<file path="src/rtl/issue_scheduler.sv">
// issue_scheduler
//   Clocked front-end for the asynchronous issuer. Two requesters are arbitrated
//   round-robin. The winning instruction word is presented to the issuer on a
//   two-phase interface: iss_data and iss_valid (issuer readyIn) are set up first,
//   then iss_trigger (issuer triggerIn) toggles once. Conditional instructions are
//   held back while flag-setting instructions are still in flight, so the
//   condition is never evaluated against stale CPSR flags.
//
//   Handshake: reqN_valid is a level. When the scheduler takes the word it raises
//   reqN_ready for exactly one cycle, which means "req_data was captured". The
//   requester must then drop valid or present its next word. Only one issue is in
//   flight at a time.
//
// Ports
//   clk, rst_n                  clock, asynchronous active-low reset
//   req0_valid/data/ready       requester 0 (ready is a 1-cycle accept pulse)
//   req1_valid/data/ready       requester 1 (ready is a 1-cycle accept pulse)
//   cpsr                        flags N=31 Z=30 C=29 V=28
//   flag_wb                     1-cycle pulse: one flag-setter has written CPSR
//   iss_rdy_in                  issuer readyOut (asynchronous, synchronised here)
//   iss_data, iss_valid         issuer dataIn, readyIn
//   iss_trigger                 issuer triggerIn; toggles once per issue
//   grant_id                    requester of the current/last issue
//   retire, squash, timeout_err 1-cycle completion pulses
module issue_scheduler #(
  parameter int SYNC_STAGES = 2,
  parameter int SETUP_CYC   = 2,
  parameter int MAX_FLAGS   = 3,
  parameter int TIMEOUT     = 64
) (
  input  logic        clk,
  input  logic        rst_n,
  input  logic        req0_valid,
  input  logic [31:0] req0_data,
  output logic        req0_ready,
  input  logic        req1_valid,
  input  logic [31:0] req1_data,
  output logic        req1_ready,
  input  logic [31:0] cpsr,
  input  logic        flag_wb,
  input  logic        iss_rdy_in,
  output logic [31:0] iss_data,
  output logic        iss_valid,
  output logic        iss_trigger,
  output logic        grant_id,
  output logic        retire,
  output logic        squash,
  output logic        timeout_err
);

  localparam int CW = $clog2(MAX_FLAGS + 1);
  localparam int SW = (SETUP_CYC > 1) ? $clog2(SETUP_CYC) : 1;
  localparam int TW = (TIMEOUT > 1) ? $clog2(TIMEOUT) : 1;

  typedef enum logic [2:0] {
    S_IDLE    = 3'd0,
    S_LOAD    = 3'd1,
    S_FIRE    = 3'd2,
    S_WAIT_LO = 3'd3,
    S_WAIT_HI = 3'd4
  } state_t;

  state_t               state;
  logic                 rr;          // preferred requester when both are eligible
  logic                 cur_setter;  // the issue in flight sets flags
  logic                 cond_ok;     // condition result sampled at FIRE
  logic [SW-1:0]        setup_cnt;
  logic [TW-1:0]        wait_cnt;
  logic [CW-1:0]        flag_cnt;
  logic [SYNC_STAGES-1:0] rdy_sync;
  logic                 rdy_s;

  // Only the flag nibble of cpsr is meaningful here.
  logic unused_cpsr_bits;
  assign unused_cpsr_bits = ^cpsr[27:0];

  function automatic logic is_setter(input logic [31:0] w);
    return (w[27:26] == 2'b00) && w[20];
  endfunction

  function automatic logic is_cond(input logic [31:0] w);
    return w[31:28] != 4'b1110;
  endfunction

  function automatic logic cond_pass(input logic [3:0] cond, input logic [3:0] f);
    logic n, z, c, v;
    {n, z, c, v} = f;
    case (cond)
      4'b0000: return z;                 // EQ
      4'b0001: return !z;                // NE
      4'b0010: return c;                 // CS
      4'b0011: return !c;                // CC
      4'b0100: return n;                 // MI
      4'b0101: return !n;                // PL
      4'b0110: return v;                 // VS
      4'b0111: return !v;                // VC
      4'b1000: return c && !z;           // HI
      4'b1001: return !c || z;           // LS
      4'b1010: return n == v;            // GE
      4'b1011: return n != v;            // LT
      4'b1100: return !z && (n == v);    // GT
      4'b1101: return z || (n != v);     // LE
      4'b1110: return 1'b1;              // AL
      default: return 1'b0;              // NV
    endcase
  endfunction

  // Synchroniser resets to the issuer's idle level (ready high) so a grant
  // right after reset cannot mistake an unfilled pipeline for "accepted".
  always_ff @(posedge clk or negedge rst_n) begin
    if (!rst_n) begin
      rdy_sync <= {SYNC_STAGES{1'b1}};
    end else begin
      rdy_sync <= {rdy_sync[SYNC_STAGES-2:0], iss_rdy_in};
    end
  end
  assign rdy_s = rdy_sync[SYNC_STAGES-1];

  // Arbitration
  logic blocked0, blocked1, elig0, elig1, gnt_any, gnt_sel;
  logic [31:0] gnt_word;

  always_comb begin
    blocked0 = (is_cond(req0_data) && (flag_cnt != '0)) ||
               (is_setter(req0_data) && (flag_cnt == CW'(MAX_FLAGS)));
    blocked1 = (is_cond(req1_data) && (flag_cnt != '0)) ||
               (is_setter(req1_data) && (flag_cnt == CW'(MAX_FLAGS)));
    elig0    = req0_valid && !blocked0;
    elig1    = req1_valid && !blocked1;
    gnt_any  = elig0 || elig1;
    gnt_sel  = (elig0 && elig1) ? rr : elig1;
    gnt_word = gnt_sel ? req1_data : req0_data;
  end

  // Handshake wait outcomes
  logic lo_done, hi_done, to_hit;

  always_comb begin
    lo_done = (state == S_WAIT_LO) && !rdy_s;
    hi_done = (state == S_WAIT_HI) && rdy_s;
    to_hit  = ((state == S_WAIT_LO) || (state == S_WAIT_HI)) &&
              !lo_done && !hi_done && (wait_cnt == TW'(TIMEOUT - 1));
  end

  // Outstanding flag-setter counter. A timed-out setter will never be
  // acknowledged by flag_wb, so its slot is released here. flag_wb with an
  // empty counter has nothing to acknowledge and is dropped.
  logic          cnt_inc, wb_eff, force_dec;
  logic [CW+1:0] cnt_sum, cnt_dec, cnt_nxt;

  always_comb begin
    cnt_inc   = (state == S_FIRE) && cur_setter;
    wb_eff    = flag_wb && (flag_cnt != '0);
    force_dec = to_hit && cur_setter;
    cnt_sum   = {2'b00, flag_cnt} + (CW+2)'(cnt_inc);
    cnt_dec   = (CW+2)'(wb_eff) + (CW+2)'(force_dec);
    cnt_nxt   = (cnt_sum > cnt_dec) ? (cnt_sum - cnt_dec) : '0;
  end

  always_ff @(posedge clk or negedge rst_n) begin
    if (!rst_n) begin
      flag_cnt <= '0;
    end else begin
      flag_cnt <= cnt_nxt[CW-1:0];
    end
  end

  // Main FSM; all interface outputs are registered here.
  always_ff @(posedge clk or negedge rst_n) begin
    if (!rst_n) begin
      state       <= S_IDLE;
      rr          <= 1'b0;
      cur_setter  <= 1'b0;
      cond_ok     <= 1'b0;
      setup_cnt   <= '0;
      wait_cnt    <= '0;
      req0_ready  <= 1'b0;
      req1_ready  <= 1'b0;
      iss_data    <= '0;
      iss_valid   <= 1'b0;
      iss_trigger <= 1'b0;
      grant_id    <= 1'b0;
      retire      <= 1'b0;
      squash      <= 1'b0;
      timeout_err <= 1'b0;
    end else begin
      req0_ready  <= 1'b0;
      req1_ready  <= 1'b0;
      retire      <= 1'b0;
      squash      <= 1'b0;
      timeout_err <= 1'b0;
      case (state)
        S_IDLE: begin
          if (gnt_any) begin
            iss_data   <= gnt_word;
            iss_valid  <= 1'b1;
            req0_ready <= !gnt_sel;
            req1_ready <= gnt_sel;
            grant_id   <= gnt_sel;
            rr         <= !gnt_sel;
            cur_setter <= is_setter(gnt_word);
            setup_cnt  <= '0;
            state      <= S_LOAD;
          end
        end
        S_LOAD: begin
          // iss_data/iss_valid were set at grant and stay frozen until the
          // issuer accepts, covering the setup window before the toggle.
          if (setup_cnt == SW'(SETUP_CYC - 1)) begin
            state <= S_FIRE;
          end else begin
            setup_cnt <= setup_cnt + 1'b1;
          end
        end
        S_FIRE: begin
          iss_trigger <= !iss_trigger;
          cond_ok     <= cond_pass(iss_data[31:28], cpsr[31:28]);
          wait_cnt    <= '0;
          state       <= S_WAIT_LO;
        end
        S_WAIT_LO: begin
          if (lo_done) begin
            iss_valid <= 1'b0;
            wait_cnt  <= '0;
            if (cond_ok) begin
              state <= S_WAIT_HI;
            end else begin
              squash <= 1'b1;
              state  <= S_IDLE;
            end
          end else if (to_hit) begin
            timeout_err <= 1'b1;
            iss_valid   <= 1'b0;
            state       <= S_IDLE;
          end else begin
            wait_cnt <= wait_cnt + 1'b1;
          end
        end
        S_WAIT_HI: begin
          if (hi_done) begin
            retire <= 1'b1;
            state  <= S_IDLE;
          end else if (to_hit) begin
            timeout_err <= 1'b1;
            iss_valid   <= 1'b0;
            state       <= S_IDLE;
          end else begin
            wait_cnt <= wait_cnt + 1'b1;
          end
        end
        default: state <= S_IDLE;
      endcase
    end
  end

endmodule

</file>
<file path="config.mk">
export PLATFORM = sky130hd
export DESIGN_NAME = issue_scheduler
export DESIGN_NICKNAME = d
export VERILOG_FILES = /design/src/rtl/issue_scheduler.sv
export SDC_FILE = /design/constraint.sdc
export NUM_CORES = 1
export LEC_CHECK = 0
export ABC_CLOCK_PERIOD_IN_PS = 4000
export CAP_MARGIN = 20
export CORE_MARGIN = 2
export CORE_UTILIZATION = 44
export DETAILED_ROUTE_END_ITERATION = 7
export GPL_ROUTABILITY_DRIVEN = 0
export PLACE_DENSITY_LB_ADDON = 0.1
export SLEW_MARGIN = 10
export SYNTH_ARGS = -nofsm -noshare
export SYNTH_HDL_FRONTEND = slang
export SYNTH_SLANG_ARGS = --single-unit
</file>
<file path="constraint.sdc">
create_clock -name clk -period 4 [get_ports clk]
set_input_delay 0.8 -clock clk [delete_from_list [all_inputs] [get_ports clk]]
set_output_delay 0.8 -clock clk [all_outputs]
set_load 0.05 [all_outputs]
</file>
After elaboration in Yosys (flattened, before gate mapping)
Index checks and enable logic that the tools add are counted.
{"block": "word_totals", "ff_bits": 57, "in_bits": 102, "out_inout_bits": 40, "wordCells": 137}
{"block": "op_classes", "n_addsub": 5, "order_cmp": 1, "n_eq_ne": 27, "n_mux": 36, "reduce_logical": 51}
{"cell": "32-bit two-way mux", "count": 1}
{"cell": "4-bit equality test (second input constant)", "count": 7}
{"cell": "1-bit logical AND", "count": 20}
{"cell": "1-bit two-way mux", "count": 19}
{"cell": "3-bit two-way mux", "count": 6}
{"cell": "6-bit two-way mux", "count": 3}
{"cell": "6-bit one-hot mux with 3 select lines", "count": 1}
{"cell": "4-bit by 3-bit equality test with 1-bit output (second input constant)", "count": 4}
{"cell": "1-bit one-hot mux with 15 select lines", "count": 1}
{"cell": "3-bit one-hot mux with 5 select lines", "count": 1}
{"cell": "1-bit zero test", "count": 11}
{"cell": "4-bit by 2-bit equality test with 1-bit output (second input constant)", "count": 2}
{"cell": "4-bit != test (second input constant)", "count": 2}
{"cell": "2-bit AND reduction", "count": 4}
{"cell": "6-bit by 1-bit adder with 6-bit output (second input constant)", "count": 1}
{"cell": "3-bit by 2-bit equality test with 1-bit output (second input constant)", "count": 2}
{"cell": "6-bit equality test (second input constant)", "count": 1}
{"cell": "2-bit zero test", "count": 3}
{"cell": "1-bit logical OR", "count": 6}
{"cell": "2-bit != test (second input constant)", "count": 3}
{"cell": "3-bit nonzero test", "count": 2}
{"cell": "4-bit by 1-bit equality test with 1-bit output (second input constant)", "count": 1}
{"cell": "4-bit zero test", "count": 1}
{"cell": "1-bit one-hot mux with 2 select lines", "count": 2}
{"cell": "15 further kinds", "count": 16}

Depth between registers and ports, before layout
{"block": "depth", "depth_word": 11, "depth_mapped": 10, "mapped_depth_nobuf": 9}

Worst setup path before layout
No wires, ideal clock.
{"block": "synth_timing", "path_kind": "reg2reg", "start": "register state[1]", "end": "register flag_cnt[0]", "arrival_time_ps": 2569, "setup_slack_ps": 1354, "path_stages_with_launch": 9, "path_buffers": 1, "synth_period_minus_slack_ps": 2646, "cell_sequence": "dfrtp_1 -> buf_6 -> or4b_4 -> a211oi_4 -> and2_1 -> ha_1 -> fa_1 -> or3_1 -> a21oi_1"}
{"block": "synth_between", "elab_chain_len": 10}
{"item": "from (decl)", "line_no": "63", "text": "state_t state;"}
{"item": "from (signal assigned)", "line_no": "171", "text": "state <= S_IDLE;"}
{"item": "from (signal assigned)", "line_no": "203", "text": "state <= S_LOAD;"}
{"item": "from (signal assigned)", "line_no": "210", "text": "state <= S_FIRE;"}
{"item": "3-bit by 2-bit equality test with 1-bit output", "line_no": "139, 141"}
{"item": "1-bit logical AND", "line_no": "139", "text": "lo_done = (state == S_WAIT_LO) && !rdy_s;"}
{"item": "1-bit zero test", "line_no": "142", "text": "!lo_done && !hi_done && (wait_cnt == TW'(TIMEOUT - 1));"}
{"item": "1-bit logical AND", "line_no": "141", "text": "to_hit = ((state == S_WAIT_LO) || (state == S_WAIT_HI)) &&"}
{"item": "1-bit logical AND (2 in series)", "line_no": "142"}
{"item": "1-bit logical AND", "line_no": "154", "text": "force_dec = to_hit && cur_setter;"}
{"item": "1-bit by 1-bit adder with 2-bit output", "line_no": "156", "text": "cnt_dec = (CW+2)'(wb_eff) + (CW+2)'(force_dec);"}
{"item": "3-bit by 2-bit greater-than comparator with 1-bit output / 2-bit subtractor (equally long branches)", "line_no": "157", "text": "cnt_nxt = (cnt_sum > cnt_dec) ? (cnt_sum - cnt_dec) : '0;"}
{"item": "2-bit two-way mux *", "line_no": "157"}
{"item": "net cnt_nxt[0]", "line_no": "149", "text": "logic [CW+1:0] cnt_sum, cnt_dec, cnt_nxt;"}
{"item": "to (signal assigned)", "line_no": "164", "text": "flag_cnt <= cnt_nxt[CW-1:0];"}
{"item": "to (decl)", "line_no": "69", "text": "logic [CW-1:0] flag_cnt;"}
The timed path passes the listed nets; every way through them passes the cells marked *.
A chain may end at the register's enable or synchronous reset.

Worst setup path in the final report
{"block": "layout_timing", "start": "register state[0]", "end": "register flag_cnt[0]"}
Same word-level chain as after synthesis.

==> results.json <==
{
  "hp-class": "reg -> reg",
  "synth_cells": 278,
  "via_per_inst": 5.60,
  "core_um2": 6680,
  "yosysWarnings": 0,
  "synth_seq_area_share": 0.479,
  "synth_cell_types": 54,
  "status": "finished, final reports clean",
  "startpoint_type": "flip-flop",
  "ctsResizeCount": 0,
  "crit_fanout": 13,
  "peakVddDrop_v": 0.000405,
  "drc": 0,
  "grt_pass1_vias": 2693,
  "synthTopCellsByCount": "55 x dfrtp_1, 29 x a221o_1, 28 x a21boi_0",
  "synth_nets": 386,
  "maxCapViolCount": 0,
  "synth_top_area_cell": "dfrtp_1",
  "max_freq_ghz": 0.340,
  "die-height_um": 86.3,
  "die_area_um2": 7450,
  "num_vias": 2644,
  "cts_buffers": 9,
  "fin_skew_ps": 7.45,
  "synthArstFlopShare": 1.00,
  "holdPathStages": 0,
  "synth_edf_count": 0,
  "dr.first_iter.drc_count": 130,
  "post_cts_buffers": 0,
  "synth_top_area_frac": 0.462,
  "synth_area_leaders": "dfrtp_1 46%, a221o_1 9.7%, a21boi_0 7.0%, a21oi_1 3.0%, ha_1 2.1%",
  "fin_crit_ps": 2940,
  "reg2reg_depth": 7,
  "post-dp-hpwl_um": 5630,
  "cts_hold_buffers": 0,
  "wl_per_cell_um": 16.2,
  "end_kind": "flip-flop",
  "rows": 30,
  "power_leakage_nw": 1.80,
  "crit_required_ps": 4250,
  "clock_latency_ps": 330,
  "synthesis.area_um2": 2980,
  "drive_above_1_share": 0.0816,
  "cts_max_path_buffers": 2,
  "cts_root_buffer": "clkbuf_8",
  "worstSetupPathType": "reg -> reg",
  "tritoncts": "done",
  "ios": 142,
  "initial_core_util": 0.446,
  "grt_util_all_layers": 0.215,
  "power.total_mw": 3.47,
  "wl_um": 7630,
  "ant_nets": 0,
  "postSynthAreaPerCell_um2": 10.7,
  "r2r_setup_slack_ps": 1060,
  "die_x_um": 86.3,
  "clkSinkCount": 57,
  "max_slew_margin": 0.564,
  "clkSlewWorstSetupHoldPaths_ps": 60,
  "diodes": 0,
  "hold_viol": 0,
  "first_pass_iters": 5,
  "final_util": 0.650,
  "grt_max_degree": 33,
  "cp.arrival_ps": 3190,
  "htree_levels": 3,
  "area_growth_pct": 45.6,
  "ys_seq_elements": 57,
  "final-max-slew-violation-count": 0,
  "rsz0062_at_grt": "false",
  "grt_pass1_wl_um": 12500,
  "pwr_density_cell_nw_per_um2": 799,
  "nNetsFinal": 495,
  "finalCritPeriodShare": 0.734,
  "setup_viol": 0,
  "port_buffers": 113,
  "antenna_found_initial": 0,
  "overflow": 0,
  "worst_pin_slew_ps": 652,
  "synth_most_common_cell": "dfrtp_1",
  "timing.setup.tns_ps": 0,
  "ys.flop_type": "dfrtp_1"
}
[worst max-delay path, stage by stage, from the launching register on]
cell and delay (ps):
dfrtp_1 530, or4b_4 620, a211oi_4 370, and2_1 180, ha_1 170, fa_1 450
or3_1 360, a21oi_1 160
[through the flow]
step	cell area, µm²	std cells	worst slack, ps	hold slack, ps
2_1_floorplan	2980	278	1350	345
3_3_place_gp	4140	456	884	346
3_5_place_dp	4140	456	839	351
4_1_cts	4340	472	1070	360
5_1_grt	4340	472	904	360
6_report	4340	472	1060	357
[flip-flops by register name, indices dropped and copies added (netlist names), 2 cells and up]
register / count
iss_data: 32
wait_cnt: 6
state: 3
flag_cnt: 2
rdy_sync: 2
[metal layers]
layer	up-vias	GRT usage	routed length, µm
met2	100	0.344	3650
met1	1257	0.265	3200
met3	9	0.0733	676
met5	-	0	0
met4	0	0.0895	107
li1	1278	-	-
[layout by cell type (no fill, tap or decap), types with 2 or more instances in the layout]
cell type	n
nand2b_1	4
and2_1	3
o2111ai_1	2
dfstp_2	2
a31oi_1	6
o21ai_1	2
a21oi_1	18
nand4_1	2
o211ai_1	2
clkinv_2	2
ha_1	5
clkbuf_1	2
a221o_1	29
nand2_1	12
clkbuf_8	11
nand3b_1	4
nor2_1	13
a21boi_0	28
and3_1	5
clkdlybuf4s50_1	112
dfrtp_1	55
nand4b_1	3
buf_4	6
o21ai_0	9
nand3_1	10
or3_1	2
mux2i_1	3
inv_1	6
xnor2_1	5
[final cells by class]
cell class                 instances  area, µm²
clock buffer                      13        159
clock inverter                     3       40.0
fill                             557       2340
inverter                           6       22.5
multi-input combinational        194       1420
sequential                        57       1430
tap                               80        100
timing repair buffer             119       1170
[power breakdown]
part           internal [mW]  total [mW]  leakage (nW)  switching, mW
combinational          0.759        1.91         0.984           1.15
clock                  0.320       0.535         0.103          0.215
sequential             0.809        1.02         0.711          0.213
[kinds of logic (layout without fill, tap and decap cells)]
| group | count (synthesis) | after routing | share of synthesized area |
|---|---|---|---|
| multiplexers | 3 | 3 | 0.0101 |
| adder cells (fa/ha/maj) | 6 | 6 | 0.0277 |
| XOR/XNOR | 6 | 6 | 0.0176 |
| flip-flops | 57 | 57 | 0.479 |
| AO/OA/AOI/OAI | 106 | 106 | 0.272 |
| buffers and inverters | 27 | 141 | 0.0466 |
| AND/OR/NAND/NOR | 73 | 73 | 0.146 |
[worst paths after layout]
check	startpoint	endpoint
setup / recovery	state[0]$_DFFE_PN0P_	flag_cnt[0]$_DFF_PN0_
hold / removal	rdy_sync[0]$_DFF_PN1_	rdy_sync[1]$_DFF_PN1_
setup reg to reg	state[0]$_DFFE_PN0P_	flag_cnt[0]$_DFF_PN0_
hold reg to reg	rdy_sync[0]$_DFF_PN1_	rdy_sync[1]$_DFF_PN1_
max in group asynchronous	rst_n	iss_data[2]$_DFFE_PN0P_
min in group asynchronous	rst_n	flag_cnt[1]$_DFF_PN0_
Note: power is estimated with default switching activity, not from simulation.
==> RTL edit, RTL diff (same settings) <==
Encoding of `state_t`: now one-hot (5 bits for 5 states).
--- a/src/rtl/issue_scheduler.sv
+++ b/src/rtl/issue_scheduler.sv
@@ -53,10 +53,10 @@
   localparam int TW = (TIMEOUT > 1) ? $clog2(TIMEOUT) : 1;
 
-  typedef enum logic [2:0] {
-    S_IDLE    = 3'd0,
-    S_LOAD    = 3'd1,
-    S_FIRE    = 3'd2,
-    S_WAIT_LO = 3'd3,
-    S_WAIT_HI = 3'd4
+  typedef enum logic [4:0] {
+    S_IDLE    = 5'b00001,
+    S_LOAD    = 5'b00010,
+    S_FIRE    = 5'b00100,
+    S_WAIT_LO = 5'b01000,
+    S_WAIT_HI = 5'b10000
   } state_t;
 
Function: no difference found for any inputs over 10 cycles, from zero or initial values and one cycle with rst_n low; not proved beyond that.
==> RTL edit against the original RTL <==
Routed wire length up 12%. Area after synthesis up 5.9%. Total power fell by 0.49%. Sequential cell count rose by 2. Clock skew rose by 4.4 ps. First-iteration DRC count up 29%. Highest routed layer unchanged. Setup slack got worse by 30 ps. Design area is 4.4% higher. Critical endpoint unchanged.
==> RTL edit: results (changes against the original RTL) <==
- The run finished with clean final reports.
* Most area-consuming cells after synthesis: sky130_fd_sc_hd__dfrtp_1 44%, sky130_fd_sc_hd__a221o_1 9.5%, sky130_fd_sc_hd__a21boi_0 6.9%, sky130_fd_sc_hd__a21oi_1 2.7%, sky130_fd_sc_hd__dfstp_2 2.5%
- The maximum fanout along the worst path is 8 (-5).
* Final Net Count: 515 (+4.0%)
- Share of final-layout standard cells stronger than drive strength 1: 7.28% (-0.88 points)
* Share of the yosys chip area belonging to registers: 46.9% (-1.1 points)
- Total of fill cells in the finished design: 547 (-1.8%)
* Cell at the slowest stage of the critical path: sky130_fd_sc_hd__nor3_1
- The number of buffers added by the clock tree synthesis step is 9 (unchanged).
- Pin count of the biggest net entering global routing: 45 (+36%)
- The DRC violation count after routing was 0 (unchanged).
* Data arrival time of the critical path: 3230 ps (+40 ps)
- Placed standard-cell area: 0.00431 mm² (+4.0%)
* GRT Overall Usage: 22.1% (+0.66 points)
- The detailed-route wire length per cell came to 16.8 µm (+3.8%).
- The detailed-router iteration count before antenna repair is 4 (-1).
* Total via count in the routed design: 2,874 (+8.7%)
* Registers with the most flip-flops: iss_data x32, wait_cnt x6, state x5
- The detailed placement HPWL was 5900 µm (+5.0%).
* Via count of the first global-routing pass: 2,754 (+2.3%)
- The number of antenna cells inserted came to 0 (unchanged).
- The static leakage is 0.00185 µW (+2.9%).
* Detailed router's first-iteration violation count: 168 (+29%)
- The die extent in x is 88.7 µm (+2.8%).
- The worst clock skew is 11.9 ps (+4.43 ps).
- Nets in the synthesized netlist: 406 (+5.2%)
- The worst vdd rail ir drop is 0.413 mV (+2.1%).
- The cell sitting at the root of the clock tree is a sky130_fd_sc_hd__clkbuf_8.
- Wire length of the first global-routing pass: 13,300 µm (+6.1%)
* Antenna violations before repair: 0 (unchanged)
- The commonest cells after synthesis are 56 x sky130_fd_sc_hd__dfrtp_1, 30 x sky130_fd_sc_hd__a221o_1, 29 x sky130_fd_sc_hd__a21boi_0, 17 x sky130_fd_sc_hd__a21oi_1, 17 x sky130_fd_sc_hd__nor2_1.
- The number of buffers inserted to repair setup after CTS came to 0 (unchanged).
- Level count of the clock H-tree: 3 (unchanged)
* Class of the worst hold path: reg -> reg
* Reported net switching power: 1590 µW (+0.52%)
- The relative slew slack came to 50.5% (-5.8 points).
- The worst stage delay on the critical path is 660 ps (+40 ps).
[RTL edit: cell types whose count changed after synthesis, moves of 3 or more]
| cell | unedited run | this run |
|---|---|---|
| sky130_fd_sc_hd__nor2b_1 | 1 | 4 |
| sky130_fd_sc_hd__nor3_1 | 1 | 4 |
| sky130_fd_sc_hd__buf_2 | 9 | 3 |
| sky130_fd_sc_hd__nor2_1 | 13 | 17 |
| sky130_fd_sc_hd__buf_6 | 3 | 7 |
| sky130_fd_sc_hd__o21a_1 | 1 | 4 |
| sky130_fd_sc_hd__o21ai_0 | 9 | 12 |
[RTL edit: layout make-up]
type	instances	area, µm²	share of cell area, %
Sequential cell	59	1480	32.7
Inverter	8	30.0	0.663
Clock inverter	4	50.0	1.10
Tap cell	96	120	2.65
Clock buffer	12	145	3.20
Multi-Input combinational cell	210	1520	33.4
Timing Repair Buffer	119	1190	26.3
[RTL edit: final timing paths]
check                            start     endpoint  slack, ps  cells past startpoint
max                           state[1]  flag_cnt[0]       1030                      7
min                        rdy_sync[0]  rdy_sync[1]        360                      0
max reg2reg                   state[1]  flag_cnt[0]       1030                      7
min reg2reg                rdy_sync[0]  rdy_sync[1]        360                      0
max in group asynchronous        rst_n   cur_setter       2900                      2
min in group asynchronous        rst_n  iss_data[6]        460                      1
[RTL edit: metrics by stage]
step | power [µW] | setup slack, ps | instances
3_5_place_dp | 2910 | 899 | 491
3_3_place_gp | 2880 | 957 | 491
4_1_cts | 3460 | 979 | 507
2_1_floorplan | 2310 | 1370 | 298
5_1_grt | 3650 | 829 | 508
6_report | 3450 | 1030 | 508
[RTL edit: metal layers]
metal | global-route usage [%] | vias up | wire length [µm]
li1 | - | 1357 | -
met1 | 29.4 | 1422 | 3790
met2 | 34.7 | 85 | 4140
met3 | 6.81 | 10 | 509
met4 | 7.02 | 0 | 95
met5 | 0 | - | 0
[RTL edit: power by group through the flow]
stage	logic, µW	registers [µW]	clock network, µW
after floorplan	747	1570	0
after global placement	1860	1020	0
after detailed placement	1890	1020	0
after CTS	1900	1010	553
after global routing	2020	1050	582
final	1890	1010	546
[RTL edit: kinds of logic (layout without fill, tap and decap cells)]
group                    Yosys count  count (layout)  synth area share (%)
AND/OR/NAND/NOR                   78              78                  13.9
buffers and inverters             29             143                  5.23
adder cells (fa/ha/maj)            6               6                  2.61
XOR/XNOR                           7               7                  1.94
flip-flops                        59              59                  46.9
multiplexers                       2               2                 0.634
AO/OA/AOI/OAI                    117             117                  28.8
